[src/rtl/i2c_pkg.sv]
// Shared I2C slave definitions: bus idle level, filter defaults, edge record
// and the slave ASM state encoding.
package i2c_pkg;

  localparam logic I2C_IDLE_LVL        = 1'b1;
  localparam int   I2C_FILT_CYCLES_DEF = 4;
  localparam int   I2C_FILT_CNT_W_DEF  = 4;

  typedef enum logic [2:0] {
    ASM_IDLE      = 3'd0,
    ASM_ADDR      = 3'd1,
    ASM_ADDR_ACK  = 3'd2,
    ASM_WR_DATA   = 3'd3,
    ASM_RD_DATA   = 3'd4,
    ASM_DATA_ACK  = 3'd5,
    ASM_WAIT_STOP = 3'd6
  } i2c_asm_state_e;

  typedef struct packed {
    logic pe;
    logic ne;
  } i2c_edge_t;

  function automatic i2c_edge_t i2c_edges(input logic cur, input logic prev);
    i2c_edge_t e;
    e.pe = cur & ~prev;
    e.ne = ~cur & prev;
    return e;
  endfunction

endpackage

[src/rtl/i2c_line_filter.sv]
// Single-line conditioner: two-flop synchronizer followed by a stability
// counter that only lets the filtered level follow after FILT_CYCLES agreeing samples.
module i2c_line_filter
  import i2c_pkg::*;
#(
  parameter int FILT_CYCLES = I2C_FILT_CYCLES_DEF,
  parameter int CNT_W       = I2C_FILT_CNT_W_DEF
) (
  input  logic clk,
  input  logic reset,
  input  logic line_in,
  output logic line_filt
);

  localparam logic [CNT_W-1:0] CNT_LAST = CNT_W'(FILT_CYCLES - 1);

  logic             sync_q1;
  logic             sync_q2;
  logic [CNT_W-1:0] cnt_q;
  logic [CNT_W-1:0] cnt_d;
  logic             filt_q;
  logic             filt_d;

  // NOTE: sequential state uses non-blocking assignments so every flop samples
  // the pre-edge value of its neighbours, keeping the two sync stages distinct.
  always_ff @(posedge clk or posedge reset) begin
    if (reset) begin
      sync_q1 <= I2C_IDLE_LVL;
      sync_q2 <= I2C_IDLE_LVL;
    end else begin
      sync_q1 <= line_in;
      sync_q2 <= sync_q1;
    end
  end

  // NOTE: every always_comb output gets a default first so no path leaves it
  // unassigned, which would otherwise infer a latch.
  always_comb begin
    cnt_d  = '0;
    filt_d = filt_q;
    if (sync_q2 != filt_q) begin
      if (cnt_q == CNT_LAST) begin
        filt_d = sync_q2;
      end else begin
        cnt_d = cnt_q + CNT_W'(1);
      end
    end
  end

  always_ff @(posedge clk or posedge reset) begin
    if (reset) begin
      cnt_q  <= '0;
      filt_q <= I2C_IDLE_LVL;
    end else begin
      cnt_q  <= cnt_d;
      filt_q <= filt_d;
    end
  end

  assign line_filt = filt_q;

endmodule

[src/rtl/i2c_slave_edge_filter.sv]
// I2C slave front end: filtered SCL/SDA levels, edge strobes and START/STOP strobes.
// Optional bus_busy output is built when I2C_EDGE_FILTER_BUSY_EN is defined.
module i2c_slave_edge_filter
  import i2c_pkg::*;
#(
  parameter int FILT_CYCLES = I2C_FILT_CYCLES_DEF,
  parameter int CNT_W       = I2C_FILT_CNT_W_DEF
) (
  input  logic clk,
  input  logic reset,
  input  logic scl_in,
  input  logic sda_in,
  output logic fscl,
  output logic fsda,
  output logic cpe,
  output logic cne,
  output logic dpe,
  output logic dne,
  output logic start,
  output logic stop
`ifdef I2C_EDGE_FILTER_BUSY_EN
  ,
  output logic bus_busy
`endif
);

  localparam int              WARM_CYCLES = FILT_CYCLES + 3;
  localparam int              WU_W        = $clog2(WARM_CYCLES + 1);
  localparam logic [WU_W-1:0] WU_LAST     = WU_W'(WARM_CYCLES);

  logic            fscl_d;
  logic            fsda_d;
  logic [WU_W-1:0] wu_cnt;
  logic            warm_done;
  i2c_edge_t       scl_e;
  i2c_edge_t       sda_e;

  i2c_line_filter #(
    .FILT_CYCLES(FILT_CYCLES),
    .CNT_W      (CNT_W)
  ) u_scl_filter (
    .clk      (clk),
    .reset    (reset),
    .line_in  (scl_in),
    .line_filt(fscl)
  );

  i2c_line_filter #(
    .FILT_CYCLES(FILT_CYCLES),
    .CNT_W      (CNT_W)
  ) u_sda_filter (
    .clk      (clk),
    .reset    (reset),
    .line_in  (sda_in),
    .line_filt(fsda)
  );

  always_ff @(posedge clk or posedge reset) begin
    if (reset) begin
      fscl_d <= I2C_IDLE_LVL;
      fsda_d <= I2C_IDLE_LVL;
    end else begin
      fscl_d <= fscl;
      fsda_d <= fsda;
    end
  end

  // Strobes stay masked until the reset-time pipeline contents have flushed.
  always_ff @(posedge clk or posedge reset) begin
    if (reset) begin
      wu_cnt <= '0;
    end else if (wu_cnt != WU_LAST) begin
      wu_cnt <= wu_cnt + WU_W'(1);
    end
  end

  assign warm_done = (wu_cnt == WU_LAST);

  assign scl_e = i2c_edges(fscl, fscl_d);
  assign sda_e = i2c_edges(fsda, fsda_d);

  assign cpe   = warm_done & scl_e.pe;
  assign cne   = warm_done & scl_e.ne;
  assign dpe   = warm_done & sda_e.pe;
  assign dne   = warm_done & sda_e.ne;
  // SCL high on both sides of the SDA edge; a coincident SCL change disqualifies it.
  assign start = dne & fscl & fscl_d;
  assign stop  = dpe & fscl & fscl_d;

`ifdef I2C_EDGE_FILTER_BUSY_EN
  always_ff @(posedge clk or posedge reset) begin
    if (reset) begin
      bus_busy <= 1'b0;
    end else if (start) begin
      bus_busy <= 1'b1;
    end else if (stop) begin
      bus_busy <= 1'b0;
    end
  end
`endif

endmodule

[config.mk]
export PLATFORM = sky130hd
export DESIGN_NAME = i2c_slave_edge_filter
export DESIGN_NICKNAME = d
export VERILOG_FILES = /design/src/rtl/i2c_pkg.sv /design/src/rtl/i2c_line_filter.sv /design/src/rtl/i2c_slave_edge_filter.sv
export SDC_FILE = /design/constraint.sdc
export NUM_CORES = 1
export LEC_CHECK = 0
export CORE_MARGIN = 2
export CORE_UTILIZATION = 50
export CTS_BUF_LIST = sky130_fd_sc_hd__clkbuf_16
export CTS_CLUSTER_DIAMETER = 60
export DETAILED_ROUTE_END_ITERATION = 16
export GPL_TIMING_DRIVEN = 0
export PLACE_DENSITY_LB_ADDON = 0.05
export SYNTH_ARGS = -nofsm -noshare
export SYNTH_HDL_FRONTEND = slang
export SYNTH_HIERARCHICAL = 1
export SYNTH_SLANG_ARGS = --single-unit
[constraint.sdc]
create_clock -name clk -period 2.7 [get_ports clk]
set_input_delay 0.675 -clock clk [delete_from_list [all_inputs] [get_ports clk]]
set_output_delay 0.675 -clock clk [all_outputs]
set_load 0.01 [all_outputs]
==> impl_metrics.yaml, run 1 <==
synth:
  yosysTopAreaCell: "dfrtp_1"
  synth_nets: 70
  yosysWarnings: 6
  synthCells: 62
  syn_avg_cell_area_um2: 13.9
  synthesis.area_um2: 865
  yosys-top-cells-area: "dfrtp_1 32%, dfstp_2 24%, ha_1 5.8%, nor3b_2 5.8%, and3b_2 3.5%"
  synth_top_area_share_pct: 31.8
  synth_cell_types: 21
  synth_seq_area_share_pct: 56.2
  ys_ff_latch: 19
clocking:
  clkLatencyLatePin_ns: 0.25
  cts_setup_buffers: 0
  htreeDepth: 1
  cts-resized-gates: 0
  cts_made_buffers: 3
  clock_path_buffers: 2
  clock-root-buffer: "clkbuf_16"
  cts_tree: "built"
  cts_sinks: 19
  postCtsHoldBufs: 0
  cts.clk_slew.worst_paths_ns: 0.05
timing:
  setup_viol: 0
  relSlewSlack_pct: 79.4
  post-route-min-period_ns: 2.52
  rsz0062_at_grt: "no"
  worst_slew_pin_slew_ns: 0.307
  finalMaxSlewViolations: 0
  finalCritPeriodShare_pct: 93.3
  fmax_mhz: 397
  finalSetupTns_ns: 0
  fin_skew_ns: 0.00357
  fin_hold_ws_ns: 0.352
  hold_viol: 0
place:
  place_area_um2: 996
  globalplace.congestion: 0.724
  dp_hpwl_um: 948
  port_buffers: 11
  placedCellCount: 90
critical_path:
  path_class: "reg -> out"
  worstPathArrival_ns: 1.84
  cp.required_ns: 2.03
  cp-start-kind: "flop"
  crit_path_end_kind: "primary output"
  critPathMaxFanout: 8
detailed_routing:
  met1_length_um: 605
  ant_nets: 0
  first_pass_iters: 3
  routed_wl_um: 1400
  drc_errors: 0
  dr_total_vias: 543
  highest_layer: "met4"
  drt-vias-per-instance: 5.78
  route.detailed.wl_per_inst_um: 14.9
  routed-wl-met3_um: 42
  drt_iter0_drc: 2
  wl_met2_um: 708
pwr:
  vdd_drop_max_mv: 0.544
  power_w: 0.00103
  p_leak_nw: 0.457
  pwr_density_cell_nw_per_um2: 961
global_routing:
  grt_overflow: 0
  antenna_found_initial: 0
  grt_pass1_vias: 516
  grt_max_degree: 12
  grt_pass1_wl_um: 2330
  grtUsageTotal_pct: 17.0
worst_hold_path:
  hp-class: "reg -> reg"
floorplanning:
  fp.coreArea_um2: 1670
  initial_core_util_pct: 51.8
  num_rows: 15
  boundaryPins: 12
  die_x_um: 45.6
  dieArea_um2: 2080
  die_h_um: 45.6
cells_and_area:
  final_cells: 94
  area_delta_synth_final_pct: 24.5
  nets: 86
  final_area_um2: 1080
  n_antenna_cell: 0
  drive_above_1_share_pct: 32.5
run_status:
  status: "completed"
job:
  drv_cap: 0
## kinds of logic (layout without fill, tap and decap cells)
kind of cell	after synthesis	in the layout	share of synthesized area, %
buffers and inverters	4	19	2.60
and+or+nand+nor	20	20	19.1
AOI/OAI and AO/OA	8	8	7.24
xor gates and xnor gates	3	3	3.04
muxes	4	4	6.08
DFF	19	19	56.1
adders and majority gates	4	4	5.79
## metrics by stage
stage / utilization, % / worst slack (ns)
2_1_floorplan: - / 0.929
3_3_place_gp: 59.6 / 0.440
3_5_place_dp: 59.6 / 0.440
4_1_cts: 64.4 / 0.161
5_1_grt: 64.4 / 0.0893
6_report: 64.4 / 0.181
## worst max-delay path, cell delays in order (launching register included)
cell	delay, ns
dfrtp_1	0.35
ha_1	0.15
ha_1	0.15
buf_6	0.13
nand3_2	0.09
nor3b_2	0.17
clkdlybuf4s50_1	0.55
## synth_stat cells
library cell	instances
xnor2_1	3
nor2b_1	2
buf_6	1
inv_1	3
a21oi_1	4
nor2_1	1
dfstp_2	8
and3b_2	3
a2111oi_2	2
mux2_4	2
mux2_1	2
nor3_1	2
dfrtp_1	11
nand2b_1	2
o22ai_1	2
and4_1	2
nand2_1	1
nand3b_1	2
ha_1	4
nand3_2	1
nor3b_2	4
## where the power goes
group / internal [W] / switching, W / leakage, nW
sequential: 0.000370 / 0.0000811 / 0.218
combinational: 0.000174 / 0.000108 / 0.199
clock: 0.000198 / 0.000103 / 0.0409
## routing by layer
| layer | vias up | global-route usage [%] |
|---|---|---|
| met1 | 266 | 21.8 |
| met3 | 5 | 3.57 |
| met2 | 13 | 24.5 |
| li1 | 259 | - |
| met5 | - | 0 |
| met4 | 0 | 14.1 |
## worst paths after layout
| kind | slack [ns] | start | endpoint | cells past startpoint |
|---|---|---|---|---|
| max reg2reg | 1.38 | wu_cnt[0]$_DFFE_PP0N_ | wu_cnt[1]$_DFFE_PP0N_ | 4 |
| min reg2reg | 0.35 | u_scl_filter/sync_q1$_DFF_PP1_ | u_scl_filter/sync_q2$_DFF_PP1_ | 0 |
| min in group asynchronous | 0.68 | reset | wu_cnt[1]$_DFFE_PP0N_ | 2 |
| max in group asynchronous | 1.71 | reset | u_sda_filter/line_filt$_DFFE_PP1P_ | 2 |
| min | 0.35 | u_scl_filter/sync_q1$_DFF_PP1_ | u_scl_filter/sync_q2$_DFF_PP1_ | 0 |
| max | 0.18 | wu_cnt[0]$_DFFE_PP0N_ | stop | 6 |
## layout by cell type, fill, tap and decap left out, drive strengths merged, types with 3 or more instances in the layout
cell type      Yosys  layout
a21oi              4       4
mux2               4       4
clkdlybuf4s50      0      11
dfrtp             11      11
clkbuf             0       3
ha                 4       4
and3b              3       3
inv                3       3
dfstp              8       8
xnor2              3       3
nor3b              4       4
## flip-flops by register name, indices dropped and copies added (netlist names)
| register | flops |
|---|---|
| u_sda_filter/line_filt | 1 |
| u_scl_filter/sync_q1 | 1 |
| u_sda_filter/sync_q1 | 1 |
| wu_cnt | 3 |
| u_sda_filter/sync_q2 | 1 |
| u_sda_filter/cnt_q | 4 |
| fscl_d | 1 |
| fsda_d | 1 |
| u_scl_filter/sync_q2 | 1 |
| u_scl_filter/cnt_q | 4 |
| u_scl_filter/line_filt | 1 |
## layout make-up
type	count	area (µm²)
Fill cell	130	594
Sequential cell	19	485
Multi-Input combinational cell	39	357
Timing Repair Buffer	11	110
Clock buffer	3	75.1
Tap cell	17	21.3
Buffer	1	11.3
Inverter	3	11.3
Clock inverter	1	5.00
Power figures use the tool's default switching activity.
==> inputs of run 2 (changes only) <==
CTS_CLUSTER_SIZE = 10   (was not set)
==> results of run 2 <==
Final layout, timing and power as in run 1 (identical DEF).
==> inputs of run 3 (changes only) <==
SETUP_SLACK_MARGIN = 0.05   (was not set)
==> results of run 3 <==
Final layout, timing and power as in run 1 (identical DEF).
